<file path="src/rtl/clk_div_meter_pkg.sv">
// Shared types and defaults for the divided-clock meter.
package clk_div_meter_pkg;

    localparam int unsigned CNT_W_DEF       = 16;
    localparam int unsigned TIMEOUT_DEF     = 65535;
    localparam int unsigned SYNC_STAGES_DEF = 2;

    typedef enum logic [2:0] {
        IDLE,
        ARM,
        HIGH,
        LOW,
        DONE
    } meter_state_t;

endpackage

</file>
<file path="src/rtl/sync_edge_det.sv">
// Multi-flop synchroniser for an asynchronous input, followed by one extra
// flop so the synchronised level can be compared against its previous value.
module sync_edge_det
    import clk_div_meter_pkg::*;
#(
    parameter int unsigned SYNC_STAGES = SYNC_STAGES_DEF
) (
    input  logic clk,
    input  logic rst_n,
    input  logic async_in,
    output logic level,
    output logic rise,
    output logic fall
);

    logic [SYNC_STAGES-1:0] sync_q;
    logic                   level_d;

    always_ff @(posedge clk or negedge rst_n) begin
        if (!rst_n) begin
            sync_q  <= '0;
            level_d <= 1'b0;
        end else begin
            sync_q  <= {sync_q[SYNC_STAGES-2:0], async_in};
            level_d <= sync_q[SYNC_STAGES-1];
        end
    end

    assign level = sync_q[SYNC_STAGES-1];
    assign rise  = level & ~level_d;
    assign fall  = ~level & level_d;

endmodule

</file>
<file path="src/rtl/clk_div_meter.sv">
// Measures high time, low time and period of an asynchronous clock in
// system-clock cycles, one measurement per start pulse, with a per-phase timeout.
module clk_div_meter
    import clk_div_meter_pkg::*;
#(
    parameter int unsigned CNT_W       = CNT_W_DEF,
    parameter int unsigned SYNC_STAGES = SYNC_STAGES_DEF,
    parameter int unsigned TIMEOUT     = TIMEOUT_DEF
) (
    input  logic             clk,
    input  logic             rst_n,
    input  logic             sig_in,
    input  logic             start,
    output logic             busy,
    output logic             done,
    output logic [CNT_W-1:0] high_cnt,
    output logic [CNT_W-1:0] low_cnt,
    output logic [CNT_W-1:0] period,
    output logic             duty_ok,
    output logic             timeout
);

    localparam logic [CNT_W-1:0] CNT_LIMIT = CNT_W'(TIMEOUT);
    localparam logic [CNT_W-1:0] CNT_ONE   = CNT_W'(1);

    meter_state_t     state_q, state_d;
    logic [CNT_W-1:0] cnt_q, cnt_d;
    logic [CNT_W-1:0] high_q, high_d;
    logic [CNT_W-1:0] low_q, low_d;
    logic [CNT_W-1:0] period_q, period_d;
    logic             duty_q, duty_d;
    logic             to_q, to_d;
    logic             sig_level_unused;
    logic             rise_det, fall_det;

    sync_edge_det #(
        .SYNC_STAGES(SYNC_STAGES)
    ) u_sync (
        .clk      (clk),
        .rst_n    (rst_n),
        .async_in (sig_in),
        .level    (sig_level_unused),
        .rise     (rise_det),
        .fall     (fall_det)
    );

    always_ff @(posedge clk or negedge rst_n) begin
        if (!rst_n) begin
            state_q  <= IDLE;
            cnt_q    <= '0;
            high_q   <= '0;
            low_q    <= '0;
            period_q <= '0;
            duty_q   <= 1'b0;
            to_q     <= 1'b0;
        end else begin
            state_q  <= state_d;
            cnt_q    <= cnt_d;
            high_q   <= high_d;
            low_q    <= low_d;
            period_q <= period_d;
            duty_q   <= duty_d;
            to_q     <= to_d;
        end
    end

    // A terminating edge always wins over the timeout on the same cycle.
    always_comb begin
        state_d  = state_q;
        cnt_d    = cnt_q;
        high_d   = high_q;
        low_d    = low_q;
        period_d = period_q;
        duty_d   = duty_q;
        to_d     = to_q;
        unique case (state_q)
            IDLE: begin
                if (start) begin
                    high_d   = '0;
                    low_d    = '0;
                    period_d = '0;
                    duty_d   = 1'b0;
                    to_d     = 1'b0;
                    cnt_d    = '0;
                    state_d  = ARM;
                end
            end
            ARM: begin
                if (rise_det) begin
                    cnt_d   = CNT_ONE;
                    state_d = HIGH;
                end else if (cnt_q == CNT_LIMIT) begin
                    to_d    = 1'b1;
                    state_d = DONE;
                end else begin
                    cnt_d = cnt_q + CNT_ONE;
                end
            end
            HIGH: begin
                if (fall_det) begin
                    high_d  = cnt_q;
                    cnt_d   = CNT_ONE;
                    state_d = LOW;
                end else if (cnt_q == CNT_LIMIT) begin
                    to_d    = 1'b1;
                    state_d = DONE;
                end else begin
                    cnt_d = cnt_q + CNT_ONE;
                end
            end
            LOW: begin
                if (rise_det) begin
                    low_d    = cnt_q;
                    period_d = high_q + cnt_q;
                    duty_d   = (high_q == cnt_q);
                    state_d  = DONE;
                end else if (cnt_q == CNT_LIMIT) begin
                    to_d    = 1'b1;
                    state_d = DONE;
                end else begin
                    cnt_d = cnt_q + CNT_ONE;
                end
            end
            DONE: begin
                state_d = IDLE;
            end
            default: begin
                state_d = IDLE;
            end
        endcase
    end

    assign busy     = (state_q == ARM) || (state_q == HIGH) || (state_q == LOW);
    assign done     = (state_q == DONE);
    assign high_cnt = high_q;
    assign low_cnt  = low_q;
    assign period   = period_q;
    assign duty_ok  = duty_q;
    assign timeout  = to_q;

endmodule

</file>
<file path="config.mk">
export PLATFORM = sky130hd
export DESIGN_NAME = clk_div_meter
export DESIGN_NICKNAME = d
export VERILOG_FILES = /design/src/rtl/clk_div_meter_pkg.sv /design/src/rtl/sync_edge_det.sv /design/src/rtl/clk_div_meter.sv
export SDC_FILE = /design/constraint.sdc
export NUM_CORES = 1
export LEC_CHECK = 0
export CAP_MARGIN = 10
export CORE_ASPECT_RATIO = 1.5
export CORE_MARGIN = 2
export CORE_UTILIZATION = 60
export CTS_BUF_LIST = sky130_fd_sc_hd__clkbuf_8
export DETAILED_ROUTE_END_ITERATION = 12
export GPL_ROUTABILITY_DRIVEN = 0
export HOLD_SLACK_MARGIN = 0.05
export PLACE_DENSITY = 0.89
export REMOVE_ABC_BUFFERS = 1
export SLEW_MARGIN = 25
export SYNTH_ARGS = -nofsm -noshare
export SYNTH_HDL_FRONTEND = slang
export SYNTH_SLANG_ARGS = --single-unit
</file>
<file path="constraint.sdc">
create_clock -name clk -period 3.6 [get_ports clk]
set_clock_uncertainty 0.05 [all_clocks]
set_input_delay 0.54 -clock clk [delete_from_list [all_inputs] [get_ports clk]]
set_output_delay 0.54 -clock clk [all_outputs]
set_load 0.03 [all_outputs]
</file>
Word level (Yosys, flattened, before mapping):

Index checks and enable logic that the tools add are counted.

* add/sub/neg operators: 2
* shift-type cells: 0
* eq/ne operators: 12
* $mul: 0
* mux-type cells: 25
* bitwise gates (word level): 4
* $lt $le $gt $ge: 0
* divide/modulo/power cells: 0
* reductions and logical operators: 12

Operators by type and width (count)
* $mux W16: 8
* $pmux W16 S2: 3
* $pmux W16 S4: 1
* $add A16 B1 Y16 const B: 1
* $add A16 B16 Y16: 1
* $eq A16 B16 Y1: 1
* $eq A16 B16 Y1 const B: 1
* $mux W3: 5
* $ne A2 B2 Y1 const B: 6
* $pmux W3 S4: 1
* $reduce_and A3 Y1: 3
* $eq A3 B2 Y1 const B: 2
* $mux W1: 5
* $reduce_and A4 Y1: 1
* $reduce_bool A2 Y1: 2
* $reduce_bool A4 Y1: 1
* $eq A3 B1 Y1 const B: 1
* $eq A3 B3 Y1 const B: 1
* $logic_not A3 Y1: 1
* $pmux W1 S3: 1
* $reduce_bool A3 Y1: 1
* $and A1 B1 Y1: 2
* $logic_or A1 B1 Y1: 2
* $not A1 Y1: 2
* 2 further kinds: 2

* register bits after elaboration: 72
* bits of input ports: 4
* RAM bits: 0
* word-level logic and storage cells: 64
* bits in read-only memories: 0
* latch bits: 0
* output and inout bits: 52
* memories kept: 0

Logic depth before layout (Yosys ltp):

* word-level depth: 4
* gate-level depth with buffers: 9
* mapped depth without buffers: 9

By module:

From an unflattened synthesis, not the netlist that was laid out.

* cell total of the unflattened synthesis: 421
* area, all modules: 3912.5 sq um

Modules (own cells, without submodules)
* clk_div_meter: instances 1, sequential area each 1726.7 sq um, cells each 416, area an instance 3822.4 sq um
* sync_edge_det: instances 1, sequential area each 75.1 sq um, cells each 5, area an instance 90.1 sq um

Least setup slack after synthesis:

Ideal clock, no wire load.

* kind: register to register
* start: reg high_q[0] (netlist: high_cnt[0])
* end: reg period_q[14] (netlist: period[14])
* path slack: 1.449 ns
* library setup time: 0.126 ns
* arrival time: 1.975 ns
* path buffers: 0
* stages on the path, launching flop included: 9
* clock period less this slack: 2.151 ns
* path through: dfrtp_1 ha_1 inv_1 fa_1 nor2b_1 o2111ai_1 nand2_1 a21oi_1 a311o_1

* word-level cells in the longest chain between the ends: 3

RTL lines
* start, declared: line clk_div_meter.sv:28 `logic [CNT_W-1:0] high_q, high_d;`
* start signal, assigned: line clk_div_meter.sv:59 `high_q <= high_d;`
* $add A16 B16 Y16: line clk_div_meter.sv:114 `period_d = high_q + cnt_q;`
* $mux W16: line clk_div_meter.sv:112 `if (rise_det) begin`
* $pmux W16 S2: line clk_div_meter.sv:76 `unique case (state_q)`
* end signal, assigned: line clk_div_meter.sv:61 `period_q <= period_d;`
* end, declared: line clk_div_meter.sv:30 `logic [CNT_W-1:0] period_q, period_d;`

No other way between the ends. The select of a mux whose other input is x is not followed.
A chain may end at the register's enable or synchronous reset.

Worst setup path in the final report:

* start: reg state_q[0]
* end: out busy

* word-level cells in the longest chain between the ends: 3

RTL lines
* start, declared: line clk_div_meter.sv:26 `meter_state_t state_q, state_d;`
* start signal, assigned: line clk_div_meter.sv:57 `state_q <= state_d;`
* $eq A3 B1 Y1 or $eq A3 B2 Y1 (tied branches): line clk_div_meter.sv:133 `assign busy = (state_q == ARM) || (state_q == HIGH) || (state_q == LOW);`
* $logic_or A1 B1 Y1: line clk_div_meter.sv:133
* $logic_or A1 B1 Y1 *: line clk_div_meter.sv:133
* end, declared: line clk_div_meter.sv:14 `output logic busy,`

Every way passes the cells marked *; elsewhere a longest branch is shown, timed or not.

==> flow_summary.yaml <==
status:
  outcome: "finished, final reports clean"
floorplanning:
  die_y_um: 103
  pin_count: 56
  start_util_pct: 61.1
  design.core.area_sq_um: 6400
  dieArea_sq_um: 7190
  num_rows: 36
  dieWidth_um: 69.9
synth:
  ys_top_cells_by_count: "dfrtp_1, nand2_1, o21ai_0, a21oi_1, nor2_1"
  synth.most_common_cell: "dfrtp_1"
  ys_warn_count: 0
  synth_cell_types: 55
  synth_ff_type: "dfrtp_1"
  synth_area_sq_um: 3910
  synth.top_cell.area_share_pct: 46.1
  synth_largest_area_cell: "dfrtp_1"
  synth_area_leaders: "dfrtp_1, nand2_1, ha_1"
  yosysSeqAreaShare_pct: 46.1
  synth_edf_count: 0
  synth_seq_cells: 72
  synth_cells: 414
  syn_area_per_cell_sq_um: 9.44
  ys_async_sr_fraction_pct: 100
routing:
  wl_um: 8880
  num_vias: 3262
  wl_per_cell_um: 16.6
  ant_nets: 0
  drt_iter0_drc: 307
  drc: 0
  viasPerCell: 6.09
  drt_first_pass_iters: 5
global_routing:
  grt_max_degree: 73
  top_usage_layer: "met2"
  grt_pass1_vias: 3139
  grt_use_met2_pct: 46.6
  use_met3_pct: 6.35
  grt-ovfl-total: 0
  met1_usage_pct: 29.6
  antenna_found_initial: 0
  grt_pass1_wl_um: 14700
  grt_util_all_layers_pct: 26.3
pwr:
  ir_drop_uv: 399
  p_leak_nw: 2.09
  p_per_area_nw_per_um2: 514
worst_setup_path:
  crit_path_max_fanout: 12
  cp-start-kind: "flip-flop"
  rr_worst_depth: 9
  critPathKind: "flip-flop to output pin"
  cp.required_ns: 3.01
  cp.arrival_ns: 2.06
  regToRegSetupSlack_ns: 1.19
  end_kind: "output pin"
  timing.rr.start: "cnt_q[0]"
  r2r_end: "period[14]"
cts:
  cts-root-buf: "clkbuf_8"
  htreeDepth: 3
  clk_pin_slew_ns: 0.07
  tritoncts: "built"
  post_cts.repair.setup_buffers: 0
  clock_latency_ns: 0.36
  post_cts_resized: 0
  cts_buffers: 9
  cts.sink_count: 72
  cts_hold_buf: 0
  clk_path_buf_depth: 2
min_path:
  holdPathEnd: "u_sync.sync_q[1]"
  whs_path_depth: 0
  hold_class: "flip-flop to flip-flop"
  hp-start: "u_sync.sync_q[0]"
timing:
  period_minus_slack_ns: 2.65
  relSlewSlack_pct: 38.7
  rsz0062_at_grt: "false"
  fmax_mhz: 377
  hold_violations: 0
  setup_tns_ns: 0
  worstMarginPinSlew_ns: 0.916
  fin_crit_sh_pct: 73.6
  whs_ns: 0.300
  setup_viol: 0
  slew_violations: 0
  fin_ws_ns: 0.949
final_layout:
  area_growth_pct: 18.6
  antenna-diode-count: 0
  nets: 476
  postLayoutCoreUtil_pct: 72.5
  drive_above_1_share_pct: 6.52
  instances_no_fill: 536
run:
  max_cap_violations: 0
placement:
  dp_hpwl_um: 6200
  place_inst: 520
  portBuffers: 55
  place_ws_ns: 1.17
-- through the flow --
step           power, mW  cell area, sq um
3_3_place_gp        1.72              4440
2_1_floorplan       1.48              3790
5_1_grt             2.51              4640
4_1_cts             2.39              4640
6_report            2.38              4640
3_5_place_dp        1.74              4440
-- metal layers --
metal / routed length (um) / vias up
met4: 218 / 0
li1: - / 1561
met2: 4700 / 97
met1: 3590 / 1589
met3: 370 / 15
met5: 0 / -
-- worst max-delay path, stage by stage (launching register included) --
cell and delay [ns]:
dfrtp_1 0.56, nor2_1 0.14, nor2_1 0.28, clkdlybuf4s50_1 0.73
-- where the power goes --
group	switching (mW)	internal, mW
clock network	0.312	0.335
registers	0.111	0.883
logic	0.487	0.256
total	0.910	1.47
-- flip-flops by register name, indices dropped and copies added (netlist names) --
register and flops:
cnt_q 16, duty_ok 1, high_cnt 16, low_cnt 16, period 16, state_q 3
timeout 1, u_sync.level_d 1, u_sync.sync_q 2
-- logic make-up (layout without fill, tap and decap cells) --
| kind of cell | after synthesis | in the layout | synth area share (%) |
|---|---|---|---|
| adder cells (fa/ha/maj) | 17 | 17 | 5.64 |
| buffers and inverters | 32 | 78 | 3.55 |
| AND/OR/NAND/NOR | 152 | 152 | 20.0 |
| XOR/XNOR | 21 | 21 | 4.71 |
| AO/OA/AOI/OAI | 120 | 120 | 20.0 |
| flip-flops | 72 | 72 | 46.1 |
-- layout by cell type (no fill, tap or decap), drive strengths merged, types with 6 or more instances in the layout --
| cell type | synthesis | layout |
|---|---|---|
| clkbuf | 14 | 10 |
| o21ai | 40 | 40 |
| dfrtp | 72 | 72 |
| a21o | 8 | 8 |
| inv | 6 | 6 |
| ha | 16 | 16 |
| nand4 | 6 | 6 |
| clkdlybuf4s50 | 0 | 54 |
| a22o | 18 | 18 |
| nand2 | 68 | 68 |
| a21oi | 23 | 23 |
| xnor2 | 10 | 10 |
| nor3 | 8 | 8 |
| xor2 | 11 | 11 |
| nor4 | 8 | 8 |
| nand3 | 10 | 10 |
| nor2 | 24 | 24 |
-- worst max-delay path by stage --
stage	startpoint	end	slack (ns)	cells past startpoint
finish	state_q[0]	busy	0.95	3
global placement	start	cnt_q[7]	1.20	5
global route	state_q[1]	busy	0.79	3
detailed placement	start	cnt_q[10]	1.17	7
floorplan	high_cnt[0]	period[14]	1.45	8
CTS	state_q[0]	busy	0.94	3
-- area by class of cell --
type	count	area, sq um
Multi-Input combinational cell	310	1970
Sequential cell	72	1800
Fill cell	478	1760
Timing Repair Buffer	56	553
Clock buffer	10	138
Tap cell	76	95.1
Clock inverter	6	58.8
Inverter	6	22.5
No activity file was read; power rests on OpenSTA's default activity.
